File: src/rtl/ram_burst_reader.sv
// Burst read sequencer for a registered-output RAM: issues consecutive reads,
// absorbs the one-cycle read latency and streams the bytes out via a 2-entry FIFO.
module ram_burst_reader #(
  parameter int ADDR_W = 4,
  parameter int DATA_W = 8
) (
  input  logic              rd_clk,
  input  logic              rst,
  input  logic              start,
  input  logic [ADDR_W-1:0] start_addr,
  input  logic [ADDR_W:0]   burst_len,
  output logic              busy,
  output logic              done,
  output logic              ram_rd_en,
  output logic [ADDR_W-1:0] ram_rd_addr,
  input  logic [DATA_W-1:0] ram_data,
  output logic              m_valid,
  output logic [DATA_W-1:0] m_data,
  output logic              m_last,
  input  logic              m_ready
);

  localparam logic [ADDR_W:0]   CNT_ONE  = 1;
  localparam logic [ADDR_W-1:0] ADDR_ONE = 1;

  typedef enum logic [1:0] {IDLE, READ, DRAIN} state_t;

  state_t              state, state_nx;
  logic [ADDR_W:0]     len, issued, accepted;
  logic [ADDR_W-1:0]   addr;
  logic                vld_p1, last_p1;
  logic [DATA_W-1:0]   fifo_data [2];
  logic [1:0]          fifo_last;
  logic                wr_ptr, rd_ptr;
  logic [1:0]          fifo_count;
  logic [2:0]          occupancy;
  logic                pop, issue, accept_start, done_r;

  assign m_valid     = (fifo_count != 2'd0);
  assign m_data      = fifo_data[rd_ptr];
  assign m_last      = fifo_last[rd_ptr];
  assign pop         = m_valid && m_ready;
  assign busy        = (state != IDLE);
  assign done        = done_r;
  assign ram_rd_en   = issue;
  assign ram_rd_addr = addr;

  // Buffered beats plus the read still in flight, minus the one leaving now,
  // must stay below the FIFO depth for another read to be safe.
  assign occupancy    = {1'b0, fifo_count} + {2'b00, vld_p1} - {2'b00, pop};
  assign issue        = (state == READ) && (issued < len) && (occupancy < 3'd2);
  assign accept_start = (state == IDLE) && start && (burst_len != '0);

  always_comb begin
    state_nx = state;
    case (state)
      IDLE:    if (accept_start) state_nx = READ;
      READ:    if (issue && (issued == len - CNT_ONE)) state_nx = DRAIN;
      DRAIN:   if (pop && (accepted == len - CNT_ONE)) state_nx = IDLE;
      default: state_nx = IDLE;
    endcase
  end

  // Stage p0: FSM, read issue and counters
  always_ff @(posedge rd_clk or posedge rst) begin
    if (rst) begin
      state    <= IDLE;
      len      <= '0;
      issued   <= '0;
      accepted <= '0;
      addr     <= '0;
      vld_p1   <= 1'b0;
      last_p1  <= 1'b0;
      done_r   <= 1'b0;
    end else begin
      state   <= state_nx;
      vld_p1  <= issue;
      last_p1 <= issue && (issued == len - CNT_ONE);
      done_r  <= (state == DRAIN) && (state_nx == IDLE);
      if (accept_start) begin
        len      <= burst_len;
        addr     <= start_addr;
        issued   <= '0;
        accepted <= '0;
      end else begin
        if (issue) begin
          addr   <= addr + ADDR_ONE;
          issued <= issued + CNT_ONE;
        end
        if (pop) accepted <= accepted + CNT_ONE;
      end
    end
  end

  // Stage p1: RAM return captured into the output FIFO with its last tag
  always_ff @(posedge rd_clk or posedge rst) begin
    if (rst) begin
      wr_ptr       <= 1'b0;
      rd_ptr       <= 1'b0;
      fifo_count   <= 2'd0;
      fifo_last    <= 2'b00;
      fifo_data[0] <= '0;
      fifo_data[1] <= '0;
    end else begin
      if (vld_p1) begin
        fifo_data[wr_ptr] <= ram_data;
        fifo_last[wr_ptr] <= last_p1;
        wr_ptr            <= ~wr_ptr;
      end
      if (pop) rd_ptr <= ~rd_ptr;
      case ({vld_p1, pop})
        2'b10:   fifo_count <= fifo_count + 2'd1;
        2'b01:   fifo_count <= fifo_count - 2'd1;
        default: fifo_count <= fifo_count;
      endcase
    end
  end

endmodule

File: config.mk
export PLATFORM = sky130hd
export DESIGN_NAME = ram_burst_reader
export DESIGN_NICKNAME = d
export VERILOG_FILES = /design/src/rtl/ram_burst_reader.sv
export SDC_FILE = /design/constraint.sdc
export NUM_CORES = 1
export LEC_CHECK = 0
export CAP_MARGIN = 20
export CORE_UTILIZATION = 50
export DETAILED_ROUTE_END_ITERATION = 10
export PLACE_DENSITY = 0.82
export SLEW_MARGIN = 20
export SYNTH_ARGS = -nofsm -noshare
export SYNTH_HDL_FRONTEND = slang
export SYNTH_SLANG_ARGS = --single-unit
File: constraint.sdc
create_clock -name rd_clk -period 3.3 [get_ports rd_clk]
set_input_delay 0.33 -clock rd_clk [delete_from_list [all_inputs] [get_ports rd_clk]]
set_output_delay 0.33 -clock rd_clk [all_outputs]
set_load 0.03 [all_outputs]
==> impl_metrics.env <==
export IMPL_skew_ns=0.00581
export IMPL_max_vdd_ir_drop_v=0.000463
export IMPL_setup_worst_path_end_class="primary output"
export IMPL_cts_tree="done"
export IMPL_synth_simple_area_share_pct=13.3
export IMPL_drv_cap=0
export IMPL_ys_seq_elements=46
export IMPL_cts_made_buffers=5
export IMPL_worst_setup_path_start_kind="register"
export IMPL_seqCellArea_mm2=0.00115
export IMPL_die_w_um=72.2
export IMPL_die_area_mm2=0.00522
export IMPL_totalPowerFinal_mw=3.32
export IMPL_via_per_inst=5.30
export IMPL_period_share_pct=94.6
export IMPL_antenna_found_initial=0
export IMPL_multi_input_area_mm2=0.00122
export IMPL_grt_util_all_layers_pct=19.8
export IMPL_outcome="completed"
export IMPL_synth_mux_area_share_pct=13.1
export IMPL_synthCells=220
export IMPL_place_congestion=0.822
export IMPL_synth_edf_count=0
export IMPL_wl_um=4530
export IMPL_grt_pass1_vias=1833
export IMPL_cts_root_buf="clkbuf_8"
export IMPL_top_usage_layer="met2"
export IMPL_yosysMostFrequentCell="dfrtp_1"
export IMPL_core_area_mm2=0.00472
export IMPL_firstDrtPassIters=4
export IMPL_n_antenna_cell=0
export IMPL_cts_buffer_depth=2
export IMPL_syn_nets=253
export IMPL_p_sw_mw=1.36
export IMPL_syn_mean_instance_area_um2=11.2
export IMPL_nets=297
export IMPL_power_density_mw_per_mm2=1090
export IMPL_grt_first_pass_wirelength_um=8000
export IMPL_crit_required_ns=2.97
export IMPL_port_buffers=37
export IMPL_grtUsageMet1_pct=23.3
export IMPL_slowest_delay_ns=0.50
export IMPL_start_util_pct=52.2
export IMPL_maxSlewViolCount=0
export IMPL_syn_cell_area_mm2=0.00247
export IMPL_slew_headroom_pct=37.6
export IMPL_synth_fa_ha_area_share_pct=6.39
export IMPL_worstSetupPathType="reg2out"
export IMPL_yosys_area_top_type_share_pct=46.7
export IMPL_fp_dieH_um=72.2
export IMPL_worstPathMaxFanout=10
export IMPL_cts_sinks=46
export IMPL_via_count=1760
export IMPL_gr_usage_met3_pct=5.00
export IMPL_synth_area_leaders="dfrtp_1 (47%), mux2_2 (12%), ha_1 (5.6%)"
export IMPL_setup_viol=0
export IMPL_async_reset_ff_share_pct=100
export IMPL_h_tree_depth=2
export IMPL_combPwrFrac_pct=54.7
export IMPL_grt_max_degree=28
export IMPL_dp_hpwl_um=3370
export IMPL_fillCellCount=375
export IMPL_holdWs_ns=0.419
export IMPL_hold_path_class="in2async"
export IMPL_leakagePower_nw=1.31
export IMPL_internal_power_mw=1.96
export IMPL_arrival_ns=2.79
export IMPL_ant_nets=0
export IMPL_tightest_slew_ns=0.931
export IMPL_period_needed_ns=3.12
export IMPL_wl_per_cell_um=13.7
export IMPL_yosysWarningCount=0
export IMPL_synth_top_family_by_area="simple AND/OR/NAND/NOR gates"
export IMPL_dr_first_iter_drc_count=82
export IMPL_synth_xor_area_share_pct=8.17
export IMPL_drc=0
export IMPL_num_rows=25
export IMPL_finalHoldViolCount=0
export IMPL_syn_to_final_growth_pct=23.7
export IMPL_grt_util_met2_pct=35.6
export IMPL_ys_seq_area_share_pct=46.7
export IMPL_tns_ns=0
export IMPL_io_pins=38
export IMPL_cpMaxStageDelayCell="fa_1"
export IMPL_synth_compound_area_share_pct=8.37
export IMPL_path_cells="o21a_1, ha_1, nand2b_1, fa_1, and4bb_2, nand4_1, nor2_2, buf_6, buf_4"
export IMPL_clk_pin_slew_ns=0.09
export IMPL_yosys_top_cells_count="dfrtp_1 (46), mux2_2 (27), nor2_1 (16)"
export IMPL_ys_flop_type="dfrtp_1"
export IMPL_ys_types=47
export IMPL_synth_top_area_cell="dfrtp_1"
export IMPL_max_freq_mhz=320
export IMPL_p_sw_share_pct=40.9
export IMPL_grt_setup_unrepaired="false"
export IMPL_grt_overflow_total=0
export IMPL_pwr_share_clk_pct=12.6
export IMPL_clk_latency_ns=0.30
export IMPL_power_frac_seq_pct=32.7
export IMPL_drive_gt1_share_pct=20.8
-- critical path, delay by kind of cell (launching register included) --
kind,cells,cell delay [ns]
adders and majority gates,2,0.77
and+or+nand+nor,4,0.74
DFF,1,0.44
buffers and inverters,2,0.32
AOI/OAI and AO/OA,1,0.21
-- per-stage QoR --
step	utilization [%]	area (um^2)	std cells	setup slack, ns
after floorplan	-	2470	220	0.522
after global placement	61.5	2900	320	0.262
after detailed placement	61.5	2900	320	0.192
after CTS	63.8	3010	328	0.0780
after global routing	64.6	3050	332	0.0233
final	64.6	3050	332	0.177
-- registers in the layout, indices dropped and copies added (netlist names), 2 cells and up --
name,flops
len,5
ram_rd_addr,4
fifo_count,2
accepted,5
state,2
issued,5
fifo_data,16
fifo_last,2
-- final timing paths --
kind	from	endpoint	slack [ns]	cells past startpoint
worst max-delay path	fifo_count[1]	ram_rd_en	0.18	9
worst min-delay path	rst	fifo_data[14]	0.42	2
worst max register to register	fifo_count[1]	state[1]	0.49	11
worst min register to register	state[1]	state[0]	0.50	1
max in group asynchronous	rst	accepted[0]	2.16	3
min in group rd_clk	state[1]	state[0]	0.50	1
-- power groups by stage --
stage	Clock [mW]	Sequential, mW	Combinational, mW
CTS	0.425	1.09	1.76
global route	0.450	1.12	2.01
finish	0.418	1.09	1.82
floorplan	0	1.04	1.28
global placement	0	1.08	1.69
detailed placement	0	1.10	1.75
-- cells in the final DEF, fill, tap and decap left out, types with 9 or more instances in the layout --
master,Yosys,final
inv_1,12,11
xor2_1,11,11
dfrtp_1,46,45
ha_1,11,11
xnor2_1,12,12
nor2_1,16,15
nand2_1,14,14
clkdlybuf4s50_1,0,36
buf_4,2,9
mux2_2,27,27
-- per-layer routing --
metal,vias to the layer above,share of wire [%]
met2,29,51
met1,873,45
li1,851,-
met5,-,0
met3,7,3.2
met4,0,1.2
-- cell families (layout without fill, tap and decap cells) --
logic type                 after synthesis  in the layout
AOI/OAI and AO/OA                       26             26
and+or+nand+nor                         63             63
buffers and inverters                   21             66
adders and majority gates               12             12
muxes                                   29             29
DFF                                     46             46
xor gates and xnor gates                23             23
-- area by class of cell --
cell class              count  area share, %
clock buffers               6           2.38
clock inverters             2           1.23
inverters                  12           1.48
multi-input cells         153           40.0
flip-flops and latches     46           37.8
well taps                  67           2.75
repair buffers             46           14.4
-- timing repair --
item / in CTS / in global routing
resized for setup: 0 / 3
endpoints found under the hold margin: 0 / 0
buffers inserted: 0 / 4
hold buffers: 0 / 0
endpoints found under the setup margin: 0 / 1
Power figures use the tool's default switching activity.
